### src/rtl/mem_bridge_if.sv
// rtl/mem_bridge_if.sv - word-wide memory request/response channel used by mem_bridge
//
// Signals:
//   m_valid  : request valid (bridge -> memory)
//   m_ready  : memory accepts the request (memory -> bridge)
//   m_we     : write request (bridge -> memory)
//   m_addr   : word-aligned byte address (bridge -> memory)
//   m_be     : byte enables (bridge -> memory)
//   m_wdata  : lane-replicated store data (bridge -> memory)
//   m_rvalid : read data valid (memory -> bridge)
//   m_rdata  : raw read word (memory -> bridge)
// Modports: master = bridge side, slave = memory side.
interface mem_bridge_if;
    logic        m_valid;
    logic        m_ready;
    logic        m_we;
    logic [31:0] m_addr;
    logic [3:0]  m_be;
    logic [31:0] m_wdata;
    logic        m_rvalid;
    logic [31:0] m_rdata;

    modport master (
        output m_valid, m_we, m_addr, m_be, m_wdata,
        input  m_ready, m_rvalid, m_rdata
    );

    modport slave (
        input  m_valid, m_we, m_addr, m_be, m_wdata,
        output m_ready, m_rvalid, m_rdata
    );
endinterface

### src/rtl/mem_bridge.sv
// rtl/mem_bridge.sv - single-access bridge from the multicycle core to word-wide memory
//
// Turns one controller request into one memory transaction with byte enables,
// lane-aligns store data and sign/zero-extends load data.
//
// Ports:
//   clk, reset (async, active low)
//   req, we, fetch, func3[2:0], addr[31:0], wdata[31:0] : access request from the controller
//   rdata[31:0] : formatted load data, held until the next load capture
//   busy        : access in flight (REQ or RESP)
//   done, err   : one-cycle completion pulse, err on timeout or misalignment trap
//   mem         : mem_bridge_if.master memory request/response channel
// Parameter WAIT_MAX: cycles allowed in REQ or RESP before aborting with err.
// Build option MISALIGN_TRAP_EN: when defined, misaligned half/word accesses complete
// immediately with err and no memory transaction; otherwise the offset is forced aligned.
module mem_bridge #(
    parameter int WAIT_MAX = 15
) (
    input  logic         clk,
    input  logic         reset,
    input  logic         req,
    input  logic         we,
    input  logic         fetch,
    input  logic [2:0]   func3,
    input  logic [31:0]  addr,
    input  logic [31:0]  wdata,
    output logic [31:0]  rdata,
    output logic         busy,
    output logic         done,
    output logic         err,
    mem_bridge_if.master mem
);
    // The counter only needs to reach WAIT_MAX-1; the state change happens on that cycle.
    localparam int CW = (WAIT_MAX < 2) ? 1 : $clog2(WAIT_MAX);
    localparam logic [CW-1:0] CNT_LAST = CW'(WAIT_MAX - 1);

    typedef enum logic [1:0] {S_IDLE, S_REQ, S_RESP, S_DONE} state_t;
    typedef enum logic [1:0] {SZ_BYTE, SZ_HALF, SZ_WORD} size_t;

    state_t       state_q, state_d;
    logic [CW-1:0] cnt_q;
    logic         we_q;
    logic         sign_q;
    size_t        size_q;
    logic [1:0]   off_q;
    logic         err_q;

    size_t        size_in;
    logic [1:0]   off_in;
    logic [3:0]   be_in;
    logic [31:0]  wdata_in;
    logic         misalign_in;

    logic         capture;
    logic         err_set;
    logic [31:0]  shifted;
    logic [31:0]  load_fmt;

    // Decode the request as presented in IDLE; results are latched on acceptance.
    always_comb begin
        size_in  = SZ_WORD;
        off_in   = 2'b00;
        be_in    = 4'b1111;
        wdata_in = wdata;
        if (!fetch && !func3[1]) begin
            size_in = func3[0] ? SZ_HALF : SZ_BYTE;
        end
        case (size_in)
            SZ_BYTE: begin
                off_in   = addr[1:0];
                be_in    = 4'b0001 << addr[1:0];
                wdata_in = {4{wdata[7:0]}};
            end
            SZ_HALF: begin
                // Low address bit dropped so a half never straddles the word.
                off_in   = {addr[1], 1'b0};
                be_in    = 4'b0011 << {addr[1], 1'b0};
                wdata_in = {2{wdata[15:0]}};
            end
            default: begin
                off_in   = 2'b00;
                be_in    = 4'b1111;
                wdata_in = wdata;
            end
        endcase
    end

`ifdef MISALIGN_TRAP_EN
    assign misalign_in = ((size_in == SZ_HALF) && addr[0]) ||
                         ((size_in == SZ_WORD) && (addr[1:0] != 2'b00));
`else
    assign misalign_in = 1'b0;
`endif

    assign shifted = mem.m_rdata >> {off_q, 3'b000};

    always_comb begin
        load_fmt = shifted;
        case (size_q)
            SZ_BYTE: load_fmt = {{24{sign_q & shifted[7]}}, shifted[7:0]};
            SZ_HALF: load_fmt = {{16{sign_q & shifted[15]}}, shifted[15:0]};
            default: load_fmt = shifted;
        endcase
    end

    always_comb begin
        state_d = state_q;
        capture = 1'b0;
        err_set = 1'b0;
        case (state_q)
            S_IDLE: begin
                if (req) begin
                    state_d = misalign_in ? S_DONE : S_REQ;
                    err_set = misalign_in;
                end
            end
            S_REQ: begin
                // Progress on the last allowed cycle wins over the timeout.
                if (mem.m_ready) begin
                    if (we_q) begin
                        state_d = S_DONE;
                    end else if (mem.m_rvalid) begin
                        capture = 1'b1;
                        state_d = S_DONE;
                    end else begin
                        state_d = S_RESP;
                    end
                end else if (cnt_q == CNT_LAST) begin
                    state_d = S_DONE;
                    err_set = 1'b1;
                end
            end
            S_RESP: begin
                if (mem.m_rvalid) begin
                    capture = 1'b1;
                    state_d = S_DONE;
                end else if (cnt_q == CNT_LAST) begin
                    state_d = S_DONE;
                    err_set = 1'b1;
                end
            end
            default: state_d = S_IDLE;
        endcase
    end

    // m_valid is decoded from state so an asynchronous reset drops it immediately.
    assign mem.m_valid = (state_q == S_REQ);
    assign busy        = (state_q == S_REQ) || (state_q == S_RESP);
    assign done        = (state_q == S_DONE);
    assign err         = (state_q == S_DONE) && err_q;

    always_ff @(posedge clk or negedge reset) begin
        if (!reset) begin
            state_q     <= S_IDLE;
            cnt_q       <= '0;
            we_q        <= 1'b0;
            sign_q      <= 1'b0;
            size_q      <= SZ_WORD;
            off_q       <= 2'b00;
            err_q       <= 1'b0;
            rdata       <= '0;
            mem.m_we    <= 1'b0;
            mem.m_addr  <= '0;
            mem.m_be    <= '0;
            mem.m_wdata <= '0;
        end else begin
            state_q <= state_d;
            if (state_d != state_q) begin
                cnt_q <= '0;
            end else if (busy) begin
                cnt_q <= cnt_q + CW'(1);
            end
            if ((state_q == S_IDLE) && req) begin
                we_q        <= we;
                sign_q      <= ~func3[2];
                size_q      <= size_in;
                off_q       <= off_in;
                mem.m_we    <= we;
                mem.m_addr  <= {addr[31:2], 2'b00};
                mem.m_be    <= be_in;
                mem.m_wdata <= wdata_in;
            end
            if (capture) begin
                rdata <= load_fmt;
            end
            if (state_d == S_DONE) begin
                err_q <= err_set;
            end
        end
    end
endmodule
### src/flat_wrapper.sv
// flat-port wrapper written by rule: the top's interface ports become plain ports
module mem_bridge_flat 
#(
    parameter int WAIT_MAX = 15
)
  (clk, reset, req, we, fetch, func3, addr, wdata, rdata, busy, done, err, mem_m_valid, mem_m_we, mem_m_addr, mem_m_be, mem_m_wdata, mem_m_ready, mem_m_rvalid, mem_m_rdata);
  mem_bridge_if mem_i ();
  input  logic clk;
  input  logic reset;
  input  logic req;
  input  logic we;
  input  logic fetch;
  input  logic [2:0] func3;
  input  logic [31:0] addr;
  input  logic [31:0] wdata;
  output logic [31:0] rdata;
  output logic busy;
  output logic done;
  output logic err;
  output wire logic [$bits(mem_i.m_valid)-1:0] mem_m_valid;
  output wire logic [$bits(mem_i.m_we)-1:0] mem_m_we;
  output wire logic [$bits(mem_i.m_addr)-1:0] mem_m_addr;
  output wire logic [$bits(mem_i.m_be)-1:0] mem_m_be;
  output wire logic [$bits(mem_i.m_wdata)-1:0] mem_m_wdata;
  input wire logic [$bits(mem_i.m_ready)-1:0] mem_m_ready;
  input wire logic [$bits(mem_i.m_rvalid)-1:0] mem_m_rvalid;
  input wire logic [$bits(mem_i.m_rdata)-1:0] mem_m_rdata;
  assign mem_m_valid = mem_i.m_valid;
  assign mem_m_we = mem_i.m_we;
  assign mem_m_addr = mem_i.m_addr;
  assign mem_m_be = mem_i.m_be;
  assign mem_m_wdata = mem_i.m_wdata;
  assign mem_i.m_ready = mem_m_ready;
  assign mem_i.m_rvalid = mem_m_rvalid;
  assign mem_i.m_rdata = mem_m_rdata;
  mem_bridge #(.WAIT_MAX(WAIT_MAX)) u_core (.clk(clk), .reset(reset), .req(req), .we(we), .fetch(fetch), .func3(func3), .addr(addr), .wdata(wdata), .rdata(rdata), .busy(busy), .done(done), .err(err), .mem(mem_i));
endmodule
### config.mk
export PLATFORM = sky130hd
export DESIGN_NAME = mem_bridge_flat
export DESIGN_NICKNAME = d
export VERILOG_FILES = /design/src/rtl/mem_bridge_if.sv /design/src/rtl/mem_bridge.sv /design/src/flat_wrapper.sv
export SDC_FILE = /design/constraint.sdc
export NUM_CORES = 1
export LEC_CHECK = 0
export ABC_CLOCK_PERIOD_IN_PS = 2040
export CORE_UTILIZATION = 40
export DETAILED_ROUTE_END_ITERATION = 10
export GPL_TIMING_DRIVEN = 0
export PLACE_DENSITY = 0.77
export REMOVE_ABC_BUFFERS = 1
export SLEW_MARGIN = 20
export SYNTH_ARGS = -nofsm -noshare
export SYNTH_HDL_FRONTEND = slang
export SYNTH_SLANG_ARGS = --single-unit
### constraint.sdc
create_clock -name clk -period 2.04 [get_ports clk]
set_input_delay 0.204 -clock clk [delete_from_list [all_inputs] [get_ports clk]]
set_output_delay 0.204 -clock clk [all_outputs]
set_load 0.02 [all_outputs]
; ---- After elaboration in Yosys (flattened, before gate mapping)
; Cells that the tools add are included.
; Widths: inputs -> output; s select.
[op_classes]
add_sub_neg = 1
muxes = 23
n_div = 0
n_lt_le_gt_ge = 0
reduce_logical = 10
mul = 0
shift = 3
n_bitwise = 3
eq_ne = 8
[ops]
columns = operator, count
row1 = $pmux 32 s2, 2
row2 = $shr 32x5->32, 1
row3 = $mux 2, 6
row4 = $mux 1, 8
row5 = $mux 4, 2
row6 = $pmux 4 s2, 1
row7 = $eq 2x1->1 const B, 3
row8 = $eq 2x2->1 const B, 3
row9 = $logic_not 2->1, 3
row10 = $pmux 2 s3, 1
row11 = $add 4x1->4 const B, 1
row12 = $eq 4x4->1 const B, 1
row13 = $pmux 1 s2, 2
row14 = $pmux 2 s2, 1
row15 = $shl 1x2->4 const A, 1
row16 = $shl 2x2->4 const A, 1
row17 = $logic_and 1x1->1, 3
row18 = $and 1x1->1, 2
row19 = $logic_not 1->1, 2
row20 = $ne 2x2->1, 1
row21 = $reduce_bool 2->1, 1
row22 = $logic_or 1x1->1, 1
row23 = $not 1->1, 1
[totals]
rom_bits = 0
inputBits = 106
memories = 0
word_cells = 59
latchBits = 0
register_bits = 111
out_inout_bits = 105
mem_bits_rw = 0

; ---- Logic depth before layout (Yosys ltp)
; Gate-level depths: netlist (run 1).
[depth]
word_depth = 6
mapped_depth = 9
ltp_nobuf = 6

; ---- Worst setup path before layout (run 1)
; OpenSTA, ideal clock, no wires.
[synth_timing]
path_type = reg2reg
start = register u_core.state_q[1]
end = register u_core.rdata[3]
n_path_buf = 3
t_required_ns = 1.915
path_stages_with_launch = 9
setup_ns = 0.125
arrival_ns = 1.990
slack_ns = -0.075
path_cell_list = dfrtp_1 -> inv_1 -> ha_1 -> buf_2 -> and3b_1 -> o211a_1 -> buf_4 -> buf_2 -> mux2_2
[synth_via]
elab_chain_cells = 2
elab_cells_between_ends = 3
classes_between = eq/ne: 2 / mux: 1
[synth_rtl]
columns = item, line_no
row1 = start: declaration, mem_bridge.sv:40  ; state_t state_q, state_d;
row2 = start signal: assignment, mem_bridge.sv:167  ; state_q <= state_d;
row3 = $eq 2x1->1, --
row4 = via mem_m_valid, flat_wrapper.sv:20  ; output wire logic [$bits(mem_i.m_valid)-1:0] mem_m_valid;
row5 = $pmux 1 s2, mem_bridge.sv:110  ; case (state_q)
row6 = end signal: assignment, mem_bridge.sv:184  ; rdata <= load_fmt;
row7 = end: declaration, mem_bridge.sv:27  ; output logic [31:0] rdata,
; The timed path passes the listed nets, and every way through them passes these cells.
; A chain may end at the register's enable or synchronous reset.

; ---- Worst setup path in the final report (run 1)
[layout_timing]
start = register u_core.state_q[1]
end = register u_core.rdata[2]
[layout_via]
elab_chain_cells = 2
elab_cells_between_ends = 3
classes_between = eq/ne: 2 / mux: 1
[layout_rtl]
columns = item, line_no
row1 = $eq 2x2->1 or $eq 2x1->1 (tied branches), mem_bridge.sv:110
row2 = $pmux 1 s2 *, mem_bridge.sv:110
; Every way passes the cells marked *; elsewhere a longest branch is shown, timed or not.

==> results of run 1 <==
## synthesized netlist by cell type (2+ instances only)
cell,instances,area [sq um]
nand2b_1,2,12.5
clkbuf_1,22,82.6
buf_4,3,22.5
a211oi_1,9,67.6
nand2_1,155,582
o211ai_1,8,60.1
nand3_1,3,15.0
mux2_2,8,90.1
and2_1,20,125
o21a_1,3,22.5
o21ai_0,42,210
xnor2_1,2,17.5
a31oi_1,3,18.8
a21oi_1,23,115
nor3_1,2,10.0
o22a_1,17,149
inv_1,5,18.8
buf_6,2,22.5
a211o_1,2,17.5
a22o_1,2,17.5
nor2b_1,12,75.1
ha_1,6,75.1
dfrtp_1,110,2750
nor2_1,32,120
mux2i_1,40,400
nand4_1,2,12.5
buf_2,11,55.1
## timing repair
item                                    CTS  global route
setup buffers                             3             1
cloned                                    1             0
endpoints found under the hold margin    54             0
endpoints found under the setup margin   41            30
hold buffers                              1             0
gates resized for setup                  15             5
## worst paths after layout
path | slack [ns] | start | to | cells after the start
max | 0.07 | u_core.state_q[1]$_DFF_PN0_ | u_core.rdata[2]$_DFFE_PN0P_ | 6
min | 0.38 | addr[18] | u_core.mem.m_addr[18]$_DFFE_PN0P_ | 3
max reg2reg | 0.07 | u_core.state_q[1]$_DFF_PN0_ | u_core.rdata[2]$_DFFE_PN0P_ | 6
min reg2reg | 0.48 | u_core.mem.m_addr[5]$_DFFE_PN0P_ | u_core.mem.m_addr[5]$_DFFE_PN0P_ | 2
max in group asynchronous | 0.98 | reset | u_core.mem.m_addr[26]$_DFFE_PN0P_ | 3
min in group asynchronous | 0.40 | reset | u_core.rdata[22]$_DFFE_PN0P_ | 2
## metrics by stage
step / hold slack [ns] / utilization / instance area, sq um
global route: 0.371 / 0.623 / 8020
global placement: 0.457 / 0.581 / 7480
detailed placement: 0.222 / 0.589 / 7580
finish: 0.378 / 0.623 / 8020
floorplan: -0.0916 / - / 5190
CTS: 0.363 / 0.621 / 7990
## cells by family after synthesis
kind of cell / Yosys count / share of synthesized area
other: 1 / 0.000698
adder cells (fa/ha/maj): 6 / 0.0140
flip-flops: 111 / 0.517
AND/OR/NAND/NOR: 236 / 0.189
XOR/XNOR: 3 / 0.00489
multiplexers: 49 / 0.0955
AO/OA/AOI/OAI: 116 / 0.140
buffers and inverters: 44 / 0.0382
## state kept, by name (all words and copies together), names as in the netlist
| register | count |
|---|---|
| u_core.off_q | 2 |
| u_core.cnt_q | 4 |
| u_core.state_q | 2 |
| u_core.mem.m_addr | 30 |
| u_core.we_q | 1 |
| u_core.err_q | 1 |
| u_core.size_q | 2 |
| u_core.mem.m_be | 4 |
| u_core.rdata | 32 |
| u_core.mem.m_wdata | 32 |
| u_core.sign_q | 1 |
## area by class of cell
type | count | area share
Clock buffer | 10 | 0.0286
Clock inverter | 6 | 0.00936
Inverter | 5 | 0.00234
Multi-Input combinational cell | 413 | 0.308
Sequential cell | 111 | 0.348
Tap cell | 172 | 0.0268
Timing Repair Buffer | 217 | 0.277
## worst register-to-register path, delay by kind of cell (launching register included)
| family | cells | cell delay [ns] |
|---|---|---|
| buf+inv | 2 | 0.33 |
| flops | 1 | 0.46 |
| simple gates | 1 | 0.27 |
| compound gates | 1 | 0.25 |
| fa+ha+maj | 1 | 0.22 |
| mux | 1 | 0.34 |
## routing by layer
| metal | vias to the layer above | global-route usage | part of all wire |
|---|---|---|---|
| li1 | 2307 | - | - |
| met1 | 2313 | 0.275 | 0.40 |
| met2 | 194 | 0.402 | 0.50 |
| met5 | - | 0 | 0 |
| met3 | 20 | 0.0659 | 0.082 |
| met4 | 0 | 0.0825 | 0.019 |
## where the power goes
part | internal (mW) | switching (mW)
sequential | 3.25 | 0.693
clock | 0.975 | 0.853
combinational | 3.06 | 3.44
total | 7.28 | 4.99
==> metrics.cfg, run 1 <==
[logic_synthesis]
synthCells = 566
async_flop_share = 1.00
avgSynthCellArea_sq_um = 9.49
syn_area_sq_mm = 0.00537
synth_seq_area_share = 0.517
yosysUniqueCellTypes = 47
synth_top_flop_cell = dfrtp_1
ys_ff_latch = 111
synth_edf_count = 0
ys_warn_count = 0

[timing]
finalSetupViolCount = 0
max_freq_mhz = 508
timing.final.crit_period_ns = 1.97
setup_ws_ns = 0.0728
hold_viol_final = 0
rsz0062_at_grt = false
skew_ns = 0.00987
slew_viol_final = 0
finalSetupTns_ns = 0
max-slew-margin-rel = 0.384
worstMarginPinSlew_ns = 0.922
min_period_over_period = 0.964

[layout]
multi_input_area_sq_mm = 0.00247
fill_cells = 1060
syn_to_final_growth_pct = 49.3
drive_gt1_frac = 0.0722
mostFrequentLayoutCells = clkdlybuf4s50_1 (203), nand2_1 (154), dfrtp_1 (107)
nets = 869
fin_cells = 934
seq_area_sq_mm = 0.00279
antennaDiodeCount = 0
layout_commonest_cell = clkdlybuf4s50_1

[status]
outcome = completed

[pwr]
power.leakage_nw = 3.47
total_power_mw = 12.3
peakVddDrop_mv = 0.675
power.density_mw_per_mm2 = 1530

[floorplan]
core-area_sq_mm = 0.0129
die_h_um = 118
die-area_sq_mm = 0.0139
pin_count = 211
fp.dieW_um = 118
start_util = 0.417
rows = 41

[run]
maxCapViolCount = 0

[routing]
vias = 4834
ant_nets = 0
wl_mm = 15.8
wl_per_cell_um = 16.9
vias_per_cell = 5.18
drc = 0
drtIter0Drc = 254
dr.pass1.iters = 5

[placement]
io_buffers = 208
hpwl_mm = 10.9
gp_congestion = 0.832
dp.cells = 912
pre_cts_ws_ns = -0.705

[global_route]
overflow = 0
grt_pass1_vias = 4982
grt_max_degree = 59
grt_pass1_wl_mm = 25.7
grt_usage = 0.233
antenna_found_initial = 0

[clock_tree]
path_clk_slew_ns = 0.08
cts.sinks = 111
clk_latency_ns = 0.35
cts_tree = built
cts_buffers = 9
clockBufferDepth = 2
htree_levels = 3
clock-root-buffer = clkbuf_16

[hold_path]
hold_class = input pin to flop

[worst_setup_path]
crit_type = flop to flop
critPathLaunchType = flop
cpLargestDelayFamily = flip-flops
max_stage_delay_ns = 0.46
crit_chain = inv_2, ha_4, and3b_1, o211a_4, buf_12, mux2_2
end_kind = flop
worst-path-max-fanout = 11
crit_required_ns = 2.28
slowest_stage = dfrtp_1
worstPathArrival_ns = 2.20
crit_buf_inv = 2

Power figures use the tool's default switching activity.
==> run 2: changes to the inputs <==
Settings changed: ABC_AREA set to 1, CORE_MARGIN set to 2, PLACE_DENSITY 0.77 to 0.78.
==> run 2 against run 1 <==
  * Global-route usage down 0.85 points
  * Design area up 0.28%
  * Synthesized cell count is 20% higher
  * Final cell count rose by 14%
  * Sequential share of layout area fell by 0.13 points
  * Worst setup slack lost 0.0024 ns
  * Critical path depth fell by 3
==> metrics.cfg, run 2 <==
[status]
outcome = completed

[clock_tree]
clk_latency_ns = 0.35  ; about the same
htree_levels = 3  ; unchanged
path_clk_slew_ns = 0.07  ; about the same
cts_tree = built
clockBufferDepth = 2  ; unchanged
cts_buffers = 9  ; unchanged
clock-root-buffer = clkbuf_16
cts.sinks = 111  ; unchanged

[logic_synthesis]
syn_area_sq_mm = 0.00530  ; -1.4%
synth-xor-area-share = 0.00496  ; +0.0000682
synth_top_family_by_area = simple AND/OR/NAND/NOR gates
synth_seq_area_share = 0.525  ; +0.00721
synth_common_cells = nand2_1 (260), dfrtp_1 (110), nor2_1 (78)
synth_edf_count = 0  ; unchanged
avgSynthCellArea_sq_um = 7.81  ; -18%
ys_warn_count = 0  ; unchanged
async_flop_share = 1.00  ; unchanged
synth_mux_area_frac = 0  ; -0.0955
synth_area_leader_cell = dfrtp_1
synthTopCellsByArea = dfrtp_1 (52%), nand2_1 (18%), nor2_1 (5.5%)
synthSimpleGateAreaFrac = 0.277  ; +0.0874
ys_ff_latch = 111  ; unchanged
synthCells = 678  ; +20%
synth_fa_ha_area_frac = 0.0142  ; +0.000195
yosysUniqueCellTypes = 31  ; -34%
synthMostInstantiatedCell = nand2_1
synth-compound-area-share = 0.117  ; -0.0226
synth_top_flop_cell = dfrtp_1
yosys.area.top_type_share = 0.520  ; +0.00714

[worst_setup_path]
crit_buf_inv = 2  ; unchanged
cpLargestDelayFamily = buffers and inverters
end_kind = output pin
crit_chain = inv_2, ha_4, clkdlybuf4s50_1
worst-path-max-fanout = 7  ; -4
critPathLaunchType = flop
crit_required_ns = 1.84  ; -0.44 ns
max_stage_delay_ns = 0.61  ; +0.15 ns
crit_type = flop to output pin
worstPathArrival_ns = 1.77  ; -0.43 ns
slowest_stage = clkdlybuf4s50_1

[pwr]
p_comb_frac = 0.545  ; +0.015
power.leakage_nw = 3.74  ; +8.0%
switching_share = 0.424  ; +0.0167
peakVddDrop_mv = 0.784  ; +16%
power.density_mw_per_mm2 = 1590  ; +4.2%
clkPwrFrac = 0.143  ; -0.006
internal_power_mw = 7.39  ; +1.5%
seqPwrFrac = 0.312  ; -0.009
p_sw_mw = 5.43  ; +8.7%
total_power_mw = 12.8  ; +4.5%

[floorplan]
die_h_um = 119  ; +1.0%
fp.dieW_um = 119  ; +1.0%
pin_count = 211  ; unchanged
rows = 42  ; +2.4%
start_util = 0.405  ; -0.0123
core-area_sq_mm = 0.0131  ; +1.6%
die-area_sq_mm = 0.0142  ; +2.1%

[placement]
dp.cells = 1035  ; +13%
io_buffers = 208  ; unchanged
hpwl_mm = 10.9  ; -0.35%
gp_congestion = 0.775  ; -6.8%

[global_route]
antenna_found_initial = 0  ; unchanged
grt_usage = 0.224  ; -0.00855
overflow = 0  ; unchanged
grt_pass1_vias = 5138  ; +3.1%
grt_pass1_wl_mm = 25.3  ; -1.3%
grt_max_degree = 78  ; +32%

[timing]
min_period_over_period = 0.966  ; +0.00118
max-slew-margin-rel = 0.535  ; +0.150
rsz0062_at_grt = false
finalSetupViolCount = 0  ; unchanged
finalSetupTns_ns = 0  ; unchanged
skew_ns = 0.00778  ; -0.00209 ns
hold_ws_ns = 0.309  ; -0.0689 ns
worstMarginPinSlew_ns = 0.695  ; -0.227 ns
timing.final.crit_period_ns = 1.97  ; +0.00241 ns
max_freq_mhz = 508  ; -0.12%
hold_viol_final = 0  ; unchanged
slew_viol_final = 0  ; unchanged

[routing]
wl_per_cell_um = 14.8  ; -12%
vias_per_cell = 4.94  ; -4.6%
drtIter0Drc = 260  ; +2.4%
vias = 5261  ; +8.8%
ant_nets = 0  ; unchanged
wl_mm = 15.8  ; about the same
dr.pass1.iters = 5  ; unchanged
drc = 0  ; unchanged

[run]
maxCapViolCount = 0  ; unchanged

[layout]
reg_top3 = u_core.mem.m_wdata (32), u_core.rdata (32), u_core.mem.m_addr (30)
mostFrequentLayoutCells = nand2_1 (259), clkdlybuf4s50_1 (206), dfrtp_1 (107)
drive_gt1_frac = 0.0754  ; +0.00319
nets = 996  ; +15%
fin_cells = 1065  ; +14%
layout_commonest_cell = nand2_1
antennaDiodeCount = 0  ; unchanged
syn_to_final_growth_pct = 51.8

[hold_path]
hold_class = input pin to asynchronous set/reset pin

run 2: logic make-up (layout without fill, tap and decap cells):
kind of cell,Yosys count,after routing
fa+ha+maj,6,6
simple gates,371,371
buf+inv,73,283
other cells,1,2
flops,111,111
compound gates,113,113
xor+xnor,3,3
run 2: what timing repair did:
action	CTS	global route
resized for setup	13	7
setup buffers	6	5
pin swaps	1	2
hold buffers	1	0
endpoints found under the setup margin	80	37
cloned	1	1
hold endpoints to repair	34	0
run 2: layout make-up:
type / instances / area [sq um]
Timing Repair inverter: 1 / 7.51
Timing Repair Buffer: 227 / 2320
Fill cell: 1109 / 5040
Clock inverter: 5 / 56.3
Multi-Input combinational cell: 495 / 2240
Inverter: 39 / 159
Sequential cell: 111 / 2790
Tap cell: 176 / 220
Clock buffer: 11 / 253
run 2: per-layer routing:
| layer | track usage | part of all wire | vias to the layer above |
|---|---|---|---|
| met5 | 0 | 0 | - |
| met2 | 0.369 | 0.47 | 238 |
| met1 | 0.280 | 0.42 | 2441 |
| met3 | 0.0680 | 0.099 | 21 |
| li1 | - | - | 2561 |
| met4 | 0.0796 | 0.017 | 0 |
run 2: power groups by stage:
stage	sequential [mW]	combinational, mW	clock [mW]
global route	4.14	7.59	1.98
floorplan	5.10	2.45	0
detailed placement	3.98	6.73	0
global placement	3.96	6.58	0
CTS	3.99	6.95	1.87
finish	3.99	6.99	1.83
run 2: worst paths after layout:
check	slack [ns]	endpoint	start	depth (start not counted)
min in group clk	0.37	u_core.mem.m_addr[2]$_DFFE_PN0P_	addr[2]	3
max reg2reg	0.11	u_core.rdata[26]$_DFFE_PN0P_	u_core.state_q[1]$_DFF_PN0_	10
min reg2reg	0.48	u_core.mem.m_addr[12]$_DFFE_PN0P_	u_core.mem.m_addr[12]$_DFFE_PN0P_	2
max	0.07	busy	u_core.state_q[0]$_DFF_PN0_	3
min	0.31	u_core.rdata[27]$_DFFE_PN0P_	reset	2
max in group asynchronous	1.03	u_core.size_q[1]$_DFFE_PN1P_	reset	3
run 2: worst reg2reg max path, delay by kind of cell (launching register included):
kind                     cells  cell delay (ns)
AO/OA/AOI/OAI                2             0.39
adder cells (fa/ha/maj)      1             0.16
buffers and inverters        4             0.57
flip-flops                   1             0.44
AND/OR/NAND/NOR              3             0.29
run 2: through the flow:
step,util,area (sq um),worst slack [ns]
after detailed placement,0.576,7540,-0.588
after CTS,0.608,7960,0.0122
final,0.614,8040,0.0703
after global routing,0.614,8040,0.00800
after global placement,0.567,7420,-3.71
after floorplan,-,5120,-1.76
